==> config.mk <==
export PLATFORM = sky130hd
export DESIGN_NAME = gam_weight_update_seq_flat
export DESIGN_NICKNAME = d
export VERILOG_FILES = /design/src/rtl/gam_weight_update_seq_pkg.sv /design/src/rtl/gam_weight_update_seq_if.sv /design/src/rtl/gam_weight_update_seq_sdiv_iter.sv /design/src/rtl/gam_weight_update_seq.sv /design/src/flat_wrapper.sv
export SDC_FILE = /design/constraint.sdc
export NUM_CORES = 1
export LEC_CHECK = 0
export CAP_MARGIN = 20
export CORE_UTILIZATION = 32
export CTS_BUF_LIST = sky130_fd_sc_hd__clkbuf_8 sky130_fd_sc_hd__clkbuf_16
export DETAILED_ROUTE_END_ITERATION = 12
export PLACE_DENSITY = 0.53
export SLEW_MARGIN = 20
export SYNTH_ARGS = -nofsm -noshare
export SYNTH_HDL_FRONTEND = slang
export SYNTH_SLANG_ARGS = --single-unit
export TNS_END_PERCENT = 50
==> constraint.sdc <==
create_clock -name clk -period 10 [get_ports clk]
set_clock_uncertainty 0.1 [all_clocks]
set_input_delay 2 -clock clk [delete_from_list [all_inputs] [get_ports clk]]
set_output_delay 2 -clock clk [all_outputs]
set_load 0.01 [all_outputs]
==> src/rtl/gam_weight_update_seq_pkg.sv <==
// Shared types and default sizing for the GAM weight/threshold update engine.
package gam_weight_update_seq_pkg;

  localparam int VECTOR_LEN_DEF = 8;
  localparam int ELEM_W_DEF     = 8;
  localparam int M_W_DEF        = 16;
  localparam int TH_W_DEF       = 32;

  typedef enum logic [1:0] {
    IDLE  = 2'd0,
    DIV   = 2'd1,
    WRITE = 2'd2,
    DONE  = 2'd3
  } gam_upd_state_T;

endpackage

==> src/rtl/gam_weight_update_seq_if.sv <==
// Request/response bundle between winner search, the update engine and node-memory write-back.
interface gam_weight_update_seq_if #(
  parameter int VECTOR_LEN = gam_weight_update_seq_pkg::VECTOR_LEN_DEF,
  parameter int ELEM_W     = gam_weight_update_seq_pkg::ELEM_W_DEF,
  parameter int M_W        = gam_weight_update_seq_pkg::M_W_DEF,
  parameter int TH_W       = gam_weight_update_seq_pkg::TH_W_DEF
);
  // Both sides use valid/ready: a transfer happens on a rising edge where valid && ready;
  // the producer holds valid and data stable until then, and ready never depends on valid.
  logic                         in_valid;
  logic                         in_ready;
  logic [VECTOR_LEN*ELEM_W-1:0] x_in;
  logic [VECTOR_LEN*ELEM_W-1:0] ws1_in;
  logic [VECTOR_LEN*ELEM_W-1:0] ws2_in;
  logic [M_W-1:0]               ms1_in;
  logic [M_W-1:0]               ms2_in;
  logic [TH_W-1:0]              ths1_in;
  logic [TH_W-1:0]              min1_ed_in;
  logic                         out_valid;
  logic                         out_ready;
  logic [VECTOR_LEN*ELEM_W-1:0] ws1_out;
  logic [VECTOR_LEN*ELEM_W-1:0] ws2_out;
  logic [TH_W-1:0]              ths1_out;

  modport master (
    output in_valid, x_in, ws1_in, ws2_in, ms1_in, ms2_in, ths1_in, min1_ed_in, out_ready,
    input  in_ready, out_valid, ws1_out, ws2_out, ths1_out
  );

  modport slave (
    input  in_valid, x_in, ws1_in, ws2_in, ms1_in, ms2_in, ths1_in, min1_ed_in, out_ready,
    output in_ready, out_valid, ws1_out, ws2_out, ths1_out
  );
endinterface

==> src/rtl/gam_weight_update_seq_sdiv_iter.sv <==
// gam_sdiv_iter: restoring sign-magnitude divider, one quotient bit per cycle, truncating toward zero.
module gam_sdiv_iter #(
  parameter int DIVIDEND_W = 9,
  parameter int DIVISOR_W  = 16
) (
  input  logic                         clk,
  input  logic                         rst_n,
  input  logic                         start,
  input  logic signed [DIVIDEND_W-1:0] dividend,
  input  logic        [DIVISOR_W-1:0]  divisor,
  output logic signed [DIVIDEND_W-1:0] quotient,
  output logic                         done
);
  localparam int MAG_W = DIVIDEND_W - 1;
  localparam int CNT_W = $clog2(MAG_W + 1);

  logic [DIVIDEND_W-1:0] neg_dividend;
  logic [MAG_W-1:0]      mag_in, dvd_q, dvd_src, qm_q, qm_src;
  logic [DIVISOR_W-1:0]  rem_q, rem_src, rem_n, dsr_q, dsr_src;
  logic [DIVISOR_W:0]    trial, trial_sub;
  logic [CNT_W-1:0]      cnt_q, cnt_src;
  logic                  busy_q, neg_q, step, ge;

  // The start cycle already performs the first step on the port values.
  always_comb begin
    neg_dividend = -dividend;
    mag_in    = dividend[DIVIDEND_W-1] ? neg_dividend[MAG_W-1:0] : dividend[MAG_W-1:0];
    step      = start || busy_q;
    rem_src   = start ? '0 : rem_q;
    dvd_src   = start ? mag_in : dvd_q;
    dsr_src   = start ? divisor : dsr_q;
    qm_src    = start ? '0 : qm_q;
    cnt_src   = start ? '0 : cnt_q;
    trial     = {rem_src, dvd_src[MAG_W-1]};
    trial_sub = trial - {1'b0, dsr_src};
    ge        = (trial >= {1'b0, dsr_src});
    rem_n     = ge ? trial_sub[DIVISOR_W-1:0] : trial[DIVISOR_W-1:0];
    done      = step && (cnt_src == CNT_W'(MAG_W - 1));
  end

  always_ff @(posedge clk) begin
    if (!rst_n) begin
      busy_q <= 1'b0;
      neg_q  <= 1'b0;
      cnt_q  <= '0;
      rem_q  <= '0;
      dvd_q  <= '0;
      dsr_q  <= '0;
      qm_q   <= '0;
    end else if (step) begin
      busy_q <= !done;
      neg_q  <= start ? dividend[DIVIDEND_W-1] : neg_q;
      cnt_q  <= cnt_src + CNT_W'(1);
      rem_q  <= rem_n;
      dvd_q  <= {dvd_src[MAG_W-2:0], 1'b0};
      dsr_q  <= dsr_src;
      qm_q   <= {qm_src[MAG_W-2:0], ge};
    end
  end

  always_comb begin
    quotient = '0;
    if (dsr_q != '0) quotient = neg_q ? -$signed({1'b0, qm_q}) : $signed({1'b0, qm_q});
  end
endmodule

==> src/rtl/gam_weight_update_seq.sv <==
// GAM learning-path update: W <- W + (X-W)/M per element, Th <- (Th+minED)/2.
// Define GAM_WS2_UPDATE_EN to also update the second-winner vector through its own divider lane.
module gam_weight_update_seq
  import gam_weight_update_seq_pkg::*;
#(
  parameter int VECTOR_LEN = VECTOR_LEN_DEF,
  parameter int ELEM_W     = ELEM_W_DEF,
  parameter int M_W        = M_W_DEF,
  parameter int TH_W       = TH_W_DEF
) (
  input  logic           clk,
  input  logic           rst_n,
  gam_weight_update_seq_if.slave bus,
  output gam_upd_state_T dbg_state
);
  localparam int DW    = ELEM_W + 1;
  localparam int VW    = VECTOR_LEN * ELEM_W;
  localparam int IDX_W = (VECTOR_LEN > 1) ? $clog2(VECTOR_LEN) : 1;

  gam_upd_state_T      state_q, state_d;
  logic                out_valid_q, out_valid_d, div_start_q, div_go;
  logic                accept, write_en, last_elem, publish;
  logic [IDX_W-1:0]    idx_q;
  logic [VW-1:0]       x_q, w1_q, w2_q, ws1_out_q, ws2_out_q;
  logic [M_W-1:0]      ms1_q;
  logic [TH_W-1:0]     ths_q, ths1_out_q;
  logic [TH_W:0]       th_sum;
  logic [ELEM_W-1:0]   x_e, w1_e, upd1;
  logic signed [DW-1:0] diff1, q1;
  logic signed [DW:0]  sum1;
  logic                div1_done;

  always_comb begin
    th_sum = {1'b0, bus.ths1_in} + {1'b0, bus.min1_ed_in};
    x_e    = x_q[idx_q*ELEM_W +: ELEM_W];
    w1_e   = w1_q[idx_q*ELEM_W +: ELEM_W];
    diff1  = $signed({1'b0, x_e}) - $signed({1'b0, w1_e});
    sum1   = $signed({2'b00, w1_e}) + $signed({q1[DW-1], q1});
    // Top two bits of the sum flag underflow (sign) and overflow past the element range.
    upd1   = sum1[DW] ? '0 : (sum1[DW-1] ? '1 : sum1[ELEM_W-1:0]);
  end

  gam_sdiv_iter #(.DIVIDEND_W(DW), .DIVISOR_W(M_W)) u_div1 (
    .clk(clk), .rst_n(rst_n), .start(div_start_q),
    .dividend(diff1), .divisor(ms1_q), .quotient(q1), .done(div1_done)
  );

`ifdef GAM_WS2_UPDATE_EN
  logic [M_W-1:0]       ms2_q;
  logic [ELEM_W-1:0]    w2_e, upd2;
  logic signed [DW-1:0] diff2, q2;
  logic signed [DW:0]   sum2;
  logic                 div2_done;

  always_comb begin
    w2_e  = w2_q[idx_q*ELEM_W +: ELEM_W];
    diff2 = $signed({1'b0, x_e}) - $signed({1'b0, w2_e});
    sum2  = $signed({2'b00, w2_e}) + $signed({q2[DW-1], q2});
    upd2  = sum2[DW] ? '0 : (sum2[DW-1] ? '1 : sum2[ELEM_W-1:0]);
  end

  gam_sdiv_iter #(.DIVIDEND_W(DW), .DIVISOR_W(M_W)) u_div2 (
    .clk(clk), .rst_n(rst_n), .start(div_start_q),
    .dividend(diff2), .divisor(ms2_q), .quotient(q2), .done(div2_done)
  );

  assign div_go = div1_done && div2_done;

  always_ff @(posedge clk) begin
    if (!rst_n) begin
      ms2_q <= '0;
      w2_q  <= '0;
    end else if (accept) begin
      ms2_q <= bus.ms2_in;
      w2_q  <= bus.ws2_in;
    end else if (write_en) begin
      w2_q[idx_q*ELEM_W +: ELEM_W] <= upd2;
    end
  end
`else
  assign div_go = div1_done;

  always_ff @(posedge clk) begin
    if (!rst_n)      w2_q <= '0;
    else if (accept) w2_q <= bus.ws2_in;
  end
`endif

  always_comb begin
    state_d     = state_q;
    out_valid_d = out_valid_q;
    accept      = 1'b0;
    write_en    = 1'b0;
    publish     = 1'b0;
    last_elem   = (idx_q == IDX_W'(VECTOR_LEN - 1));
    case (state_q)
      IDLE: if (bus.in_valid) begin
        accept  = 1'b1;
        state_d = DIV;
      end
      DIV: if (div_go) state_d = WRITE;
      WRITE: begin
        write_en = 1'b1;
        state_d  = last_elem ? DONE : DIV;
      end
      DONE: begin
        // First DONE cycle publishes the results; out_valid follows on that edge.
        if (!out_valid_q) begin
          publish     = 1'b1;
          out_valid_d = 1'b1;
        end else if (bus.out_ready) begin
          out_valid_d = 1'b0;
          state_d     = IDLE;
        end
      end
      default: state_d = IDLE;
    endcase
  end

  always_ff @(posedge clk) begin
    if (!rst_n) begin
      state_q     <= IDLE;
      out_valid_q <= 1'b0;
      div_start_q <= 1'b0;
      idx_q       <= '0;
      x_q         <= '0;
      w1_q        <= '0;
      ms1_q       <= '0;
      ths_q       <= '0;
      ws1_out_q   <= '0;
      ws2_out_q   <= '0;
      ths1_out_q  <= '0;
    end else begin
      state_q     <= state_d;
      out_valid_q <= out_valid_d;
      div_start_q <= (state_d == DIV) && (state_q != DIV);
      if (accept) begin
        idx_q <= '0;
        x_q   <= bus.x_in;
        w1_q  <= bus.ws1_in;
        ms1_q <= bus.ms1_in;
        ths_q <= th_sum[TH_W:1];
      end
      if (write_en) begin
        w1_q[idx_q*ELEM_W +: ELEM_W] <= upd1;
        if (!last_elem) idx_q <= idx_q + IDX_W'(1);
      end
      if (publish) begin
        ws1_out_q  <= w1_q;
        ws2_out_q  <= w2_q;
        ths1_out_q <= ths_q;
      end
    end
  end

  assign bus.in_ready  = (state_q == IDLE);
  assign bus.out_valid = out_valid_q;
  assign bus.ws1_out   = ws1_out_q;
  assign bus.ws2_out   = ws2_out_q;
  assign bus.ths1_out  = ths1_out_q;
  assign dbg_state     = state_q;
endmodule
==> src/flat_wrapper.sv <==
// flat-port wrapper written by rule: the top's interface ports become plain ports
module gam_weight_update_seq_flat import gam_weight_update_seq_pkg::*;
#(
  parameter int VECTOR_LEN = VECTOR_LEN_DEF,
  parameter int ELEM_W     = ELEM_W_DEF,
  parameter int M_W        = M_W_DEF,
  parameter int TH_W       = TH_W_DEF
)
  (clk, rst_n, dbg_state, bus_in_valid, bus_x_in, bus_ws1_in, bus_ws2_in, bus_ms1_in, bus_ms2_in, bus_ths1_in, bus_min1_ed_in, bus_out_ready, bus_in_ready, bus_out_valid, bus_ws1_out, bus_ws2_out, bus_ths1_out);
  gam_weight_update_seq_if #(.VECTOR_LEN(VECTOR_LEN), .ELEM_W(ELEM_W), .M_W(M_W), .TH_W(TH_W)) bus_i ();
  input  logic clk;
  input  logic rst_n;
  output gam_upd_state_T dbg_state;
  input wire logic [$bits(bus_i.in_valid)-1:0] bus_in_valid;
  input wire logic [$bits(bus_i.x_in)-1:0] bus_x_in;
  input wire logic [$bits(bus_i.ws1_in)-1:0] bus_ws1_in;
  input wire logic [$bits(bus_i.ws2_in)-1:0] bus_ws2_in;
  input wire logic [$bits(bus_i.ms1_in)-1:0] bus_ms1_in;
  input wire logic [$bits(bus_i.ms2_in)-1:0] bus_ms2_in;
  input wire logic [$bits(bus_i.ths1_in)-1:0] bus_ths1_in;
  input wire logic [$bits(bus_i.min1_ed_in)-1:0] bus_min1_ed_in;
  input wire logic [$bits(bus_i.out_ready)-1:0] bus_out_ready;
  output wire logic [$bits(bus_i.in_ready)-1:0] bus_in_ready;
  output wire logic [$bits(bus_i.out_valid)-1:0] bus_out_valid;
  output wire logic [$bits(bus_i.ws1_out)-1:0] bus_ws1_out;
  output wire logic [$bits(bus_i.ws2_out)-1:0] bus_ws2_out;
  output wire logic [$bits(bus_i.ths1_out)-1:0] bus_ths1_out;
  assign bus_i.in_valid = bus_in_valid;
  assign bus_i.x_in = bus_x_in;
  assign bus_i.ws1_in = bus_ws1_in;
  assign bus_i.ws2_in = bus_ws2_in;
  assign bus_i.ms1_in = bus_ms1_in;
  assign bus_i.ms2_in = bus_ms2_in;
  assign bus_i.ths1_in = bus_ths1_in;
  assign bus_i.min1_ed_in = bus_min1_ed_in;
  assign bus_i.out_ready = bus_out_ready;
  assign bus_in_ready = bus_i.in_ready;
  assign bus_out_valid = bus_i.out_valid;
  assign bus_ws1_out = bus_i.ws1_out;
  assign bus_ws2_out = bus_i.ws2_out;
  assign bus_ths1_out = bus_i.ths1_out;
  gam_weight_update_seq #(.VECTOR_LEN(VECTOR_LEN), .ELEM_W(ELEM_W), .M_W(M_W), .TH_W(TH_W)) u_core (.clk(clk), .rst_n(rst_n), .bus(bus_i), .dbg_state(dbg_state));
endmodule
**Word-level counts from Yosys, hierarchy flattened**

Cells that the tools add are included.

- Add/subtract/negate cells: 9
- Order comparisons: 1
- Equal/unequal tests: 7
- Shifts and indexed selects: 4
- Muxes and demuxes: 31
- Reductions and logical operators: 7

Operators with widths:

| cell | number |
|---|---|
| two-way mux 64 bit | 3 |
| variable part select 64 x 7 -> 8 bit | 2 |
| bitwise mux 64 bit | 1 |
| variable shift 8 x 34 -> 64 bit, first input constant | 1 |
| variable part select 8 x 34 -> 64 bit | 1 |
| two-way mux 16 bit | 3 |
| negation 6 -> 34 bit | 1 |
| adder 32 x 32 -> 33 bit | 1 |
| two-way mux 8 bit | 4 |
| two-way mux 9 bit | 2 |
| greater-or-equal comparator 17 x 16 -> 1 bit | 1 |
| nonzero test 16 bit | 1 |
| subtractor 16 bit | 1 |
| adder 9 x 9 -> 10 bit | 1 |
| two-way mux 2 bit | 5 |
| two-way mux 3 bit | 3 |
| negation 8 -> 9 bit | 1 |
| subtractor 8 x 8 -> 9 bit | 1 |
| negation 8 bit | 1 |
| case mux 2 bit (4 select lines) | 1 |
| two-way mux 1 bit | 7 |
| two-way mux 7 bit | 1 |
| adder 4 x 1 -> 4 bit, second input constant | 1 |
| == test 2 x 1 -> 1 bit, second input constant | 2 |
| 11 further kinds | 13 |

- Flip-flop bits (word level): 460
- Output and inout port bits: 164
- Word-level logic and storage cells: 78

**Depth between registers and ports, before layout**

- Depth after elaboration: 9
- Gate-level depth with buffers: 26
- Mapped depth without buffers: 23

**Hierarchy**

Synthesis repeated with hierarchy kept, for this count alone.

- Cells, all modules: 2672
- Area, all modules: 21210.3 um2

By module, submodules not included:

| module | times used | cells each | area each (um2) | seq. area each (um2) |
|---|---|---|---|---|
| gam_weight_update_seq | 1 | 2289 | 17912.2 | 8147.8 |
| gam_sdiv_iter | 1 | 383 | 3298.2 | 1061.0 |

**Worst setup path after synthesis**

No wires, ideal clock.

- Path type: reg-to-reg
- Start: register u_core.idx_q[0]
- End: register u_core.u_div1.rem_q[12]
- Setup time: 0.095 ns
- Arrival time: 5.784 ns
- Setup slack: 4.020 ns
- Cell stages (with the launch flop): 26
- Path buffers: 3
- Cell sequence: dfxtp_1 -> buf_2 -> buf_1 -> buf_2 -> mux4_2 -> mux2i_1 -> ha_1 -> inv_1 -> fa_1 -> a211oi_1 -> o21ai_0 -> a31o_2 -> a21o_1 -> a31oi_1 -> xnor2_1 -> a21o_1 -> ha_1 -> fa_1 -> nor2b_1 -> o21ai_0 -> a21oi_1 -> o221ai_1 -> a21oi_1 -> nor2_1 -> or3_1 -> a221oi_1

- Longest elaborated chain between the ends: 7

Ends and longest elaborated chain:

| what | line | RTL |
|---|---|---|
| start: declaration | gam_weight_update_seq.sv:23 | `logic [IDX_W-1:0] idx_q;` |
| start signal: assignment | gam_weight_update_seq.sv:146 | `if (!last_elem) idx_q <= idx_q + IDX_W'(1);` |
| variable part select 64 x 7 -> 8 bit (on tied branches) | gam_weight_update_seq.sv:35, gam_weight_update_seq.sv:36 |  |
| subtractor 8 x 8 -> 9 bit * | gam_weight_update_seq.sv:37 | `diff1 = $signed({1'b0, x_e}) - $signed({1'b0, w1_e});` |
| negation 8 bit | gam_weight_update_seq_sdiv_iter.sv:26 | `neg_dividend = -dividend;` |
| two-way mux 8 bit * | gam_weight_update_seq_sdiv_iter.sv:27 | `mag_in = dividend[DIVIDEND_W-1] ? neg_dividend[MAG_W-1:0] : dividend[MAG_W-1:0];` |
| two-way mux 8 bit * | gam_weight_update_seq_sdiv_iter.sv:30 | `dvd_src = start ? mag_in : dvd_q;` |
| subtractor 16 bit / greater-or-equal comparator 17 x 16 -> 1 bit (equally long branches) | gam_weight_update_seq_sdiv_iter.sv:35, gam_weight_update_seq_sdiv_iter.sv:36 |  |
| two-way mux 16 bit * | gam_weight_update_seq_sdiv_iter.sv:37 | `rem_n = ge ? trial_sub[DIVISOR_W-1:0] : trial[DIVISOR_W-1:0];` |
| end signal: assignment | gam_weight_update_seq_sdiv_iter.sv:54 | `rem_q <= rem_n;` |
| end: declaration | gam_weight_update_seq_sdiv_iter.sv:19 | `logic [DIVISOR_W-1:0] rem_q, rem_src, rem_n, dsr_q, dsr_src;` |

Every way passes the cells marked *; elsewhere a longest branch is shown, timed or not.
A chain may end at the register's enable or synchronous reset.

**Worst setup path after layout**

- Start: register u_core.idx_q[0]
- End: register u_core.u_div1.rem_q[0]

The elaborated chain is that of the path after synthesis.

==> results.py <==
metrics = {
    "clock_network": {
        "clockBufferDepth": 3,
        "clock_latency_ns": 0.63,
        "cts_root_buffer": "clkbuf_16",
        "clkSinkCount": 460,
        "cts_resized": 0,
        "htree_num_levels": 2,
        "cts_made_buffers": 53,
        "cts_tree": "built",
        "ctsHoldBuffers": 0,
        "path_clk_slew_ns": 0.06,
        "post_cts_buffers": 0,
    },
    "logic_synthesis": {
        "syn_area_per_cell_um2": 8.000,
        "netlist_instances": 2651,
        "synth_edf_count": 0,
        "ys_types": 77,
        "seq_area_frac_synth_pct": 43.42,
        "ys.flop_type": "dfxtp_1",
        "async_flop_share_pct": 0,
        "synth_fp_nets": 3017,
        "syn_area_um2": 21210,
        "ys_seq_elements": 460,
        "synth-warning-count": 0,
    },
    "placed_design": {
        "dp_hpwl_mm": 52.61,
        "gp_congestion": 0.9013,
        "io_buffer_count": 439,
    },
    "timing": {
        "worstMarginPinSlew_ns": 1.101,
        "rsz0062_at_grt": "false",
        "timing.final.crit_period_ns": 6.713,
        "fmax_mhz": 149.0,
        "tns_ns": 0,
        "drv_slew": 0,
        "maxSlewHeadroom_pct": 26.63,
        "setup_viol": 0,
        "hold_violations": 0,
        "finalCritPeriodShare_pct": 67.13,
    },
    "power": {
        "ir_drop_uv": 120.7,
        "seqPwrFrac_pct": 39.8,
        "internal_power_uw": 3542,
        "power_density_nw_per_um2": 178.7,
        "switchingPower_uw": 1460,
        "clockPowerShare_pct": 40.6,
        "switching_share_pct": 29.19,
        "fin_total_pwr_uw": 5003,
        "comb_power_share_pct": 19.6,
        "leakage_uw": 0.01017,
    },
    "global_route": {
        "grt_util_all_layers_pct": 21.35,
        "grt_pass1_vias": 19510,
        "antenna_found_initial": 12,
        "gr-total-overflow": 0,
        "grt_max_degree": 145,
        "grt_pass1_wl_mm": 113.2,
    },
    "run_status": {
        "status": "complete, no violations",
    },
    "critical_path": {
        "crit_chain": "buf_4 > mux4_2 > nand2_1 > nand2_1 > fa_1 > a211oi_1 > o21ai_0 > a31o_2 > a21o_1 > a31oi_1 > xnor2_1 > a21o_1 > ha_1 > nand4_1 > nor4_1 > a211oi_1 > nand2_1 > a211oi_1 > o221a_2",
        "max_stage_delay_ns": 0.72,
        "startpoint_type": "flop",
        "worst_setup_path_end_kind": "flop",
        "worstPathArrival_ns": 7.16,
        "crit_slowest_cell": "dfxtp_2",
        "cp.required_ns": 10.45,
        "worst-path-max-fanout": 24,
        "critPathTopFamily": "compound AO/OA/AOI/OAI gates",
        "crit_buf_inv": 1,
        "critPathKind": "reg2reg",
    },
    "routing": {
        "drc_errors": 0,
        "vias": 20080,
        "detail-route-antenna-nets": 0,
        "drt_iter0_markers": 1159,
        "first_pass_iters": 5,
        "wl_per_cell_um": 19.03,
        "wl_mm": 74.13,
        "vias_per_cell": 5.155,
    },
    "die": {
        "core_um2": 65630,
        "fp.dieW_um": 259.4,
        "ios": 456,
        "initial_core_util_pct": 32.32,
        "die_area_um2": 67310,
        "die_h_um": 259.4,
        "rows": 94,
    },
    "finish": {
        "area_growth_pct": 32.00,
        "final_cell_mix": "nand2_1 (821), dfxtp_1 (457), clkdlybuf4s50_1 (438)",
        "layout_commonest_cell": "nand2_1",
        "nets": 3351,
        "drive_gt1_share_pct": 5.581,
    },
    "flow_run": {
        "drv_cap": 0,
    },
    "hold_path": {
        "hold_path.class": "reg2reg",
    },
}
## Yosys cell counts, types with 14 or more instances
master / number / area (um2)
nand2_1: 822 / 3085
dfxtp_1: 460 / 9209
a21oi_1: 392 / 1962
clkbuf_1: 150 / 563.0
nor2_1: 118 / 442.9
ha_1: 70 / 875.8
mux2i_1: 58 / 580.6
o21ai_0: 47 / 235.2
xnor2_1: 38 / 332.8
a211oi_1: 35 / 262.8
a311oi_1: 32 / 280.3
inv_1: 32 / 120.1
mux4_2: 32 / 720.7
nor2b_1: 30 / 187.7
nand3_1: 26 / 130.1
nor3_1: 23 / 115.1
a21o_1: 22 / 165.2
o22ai_1: 21 / 131.4
buf_1: 20 / 75.07
and2_1: 17 / 106.4
xor2_1: 16 / 140.1
and3_1: 14 / 87.58
## cells by family (layout without fill, tap and decap cells)
| family | Yosys count | count (layout) | synth area share [%] |
|---|---|---|---|
| muxes | 91 | 91 | 6.188 |
| buffers and inverters | 213 | 590 | 3.817 |
| other | 0 | 3 | 0 |
| and+or+nand+nor | 1122 | 1122 | 21.95 |
| adders and majority gates | 74 | 74 | 4.507 |
| AOI/OAI and AO/OA | 636 | 636 | 17.82 |
| DFF | 460 | 460 | 43.42 |
| xor gates and xnor gates | 55 | 55 | 2.307 |
## stage by stage
| step | cell area, um2 | hold slack, ns | setup slack [ns] | utilization [%] | cells |
|---|---|---|---|---|---|
| after floorplan | 21210 | 0.3274 | 4.020 | - | 2651 |
| after global placement | 26170 | 0.3361 | 3.514 | 39.87 | 3794 |
| after detailed placement | 26170 | 0.3441 | 3.307 | 39.87 | 3794 |
| after CTS | 27990 | 0.3461 | 3.275 | 42.64 | 3892 |
| after global routing | 27990 | 0.3585 | 2.816 | 42.66 | 3894 |
| final | 28000 | 0.3429 | 3.287 | 42.66 | 3895 |
## worst min-delay path: stages, from the launching register on
cell and delay, ns:
dfxtp_1 0.31, nand2_1 0.05, a21oi_1 0.06
## power by group through the flow
| stage | clock network, uW | registers (uW) | logic (uW) |
|---|---|---|---|
| after CTS | 2090 | 1990 | 987 |
| after global placement | 0 | 2020 | 970 |
| final | 2030 | 1990 | 983 |
| after detailed placement | 0 | 2030 | 981 |
| after floorplan | 0 | 2000 | 680 |
| after global routing | 2160 | 2000 | 1090 |
## path summary, 6_finish.rpt
kind | startpoint | endpoint | slack, ns | cells past startpoint
worst max-delay path | u_core.idx_q[0] | u_core.u_div1.rem_q[0] | 3.29 | 19
worst min-delay path | u_core.w2_q[40] | u_core.bus.ws2_out[40] | 0.34 | 2
worst max register to register | u_core.idx_q[0] | u_core.u_div1.rem_q[0] | 3.29 | 19
worst min register to register | u_core.w2_q[40] | u_core.bus.ws2_out[40] | 0.34 | 2
## flip-flops by register name, indices dropped and copies added (netlist names), 2 cells and up
name	flops
u_core.bus.ws1_out	64
u_core.bus.ws2_out	64
u_core.w1_q	64
u_core.w2_q	64
u_core.x_q	64
u_core.bus.ths1_out	32
u_core.ths_q	32
u_core.ms1_q	16
u_core.u_div1.dsr_q	16
u_core.u_div1.rem_q	16
u_core.u_div1.qm_q	8
u_core.u_div1.dvd_q	7
u_core.u_div1.cnt_q	4
u_core.idx_q	3
u_core.dbg_state	2
## layout make-up
type                    count  area (um2)
fillers                  6658       37630
multi-input cells        1978       11210
flip-flops and latches    460        9213
repair buffers            457        4528
clock buffers              61        1436
well taps                 864        1081
clock inverters            37       381.6
inverters                  35       138.9
diodes                      3       7.507
## per-layer routing
layer  global-route usage (%)  wire [um]  vias to the layer above
li1                         -          -                     9751
met1                    27.27      31650                     9612
met2                    35.07      35020                      565
met3                    5.575       5220                      132
met4                    6.487       2119                       18
met5                        0        115                        -
Note: power is estimated with default switching activity, not from simulation.
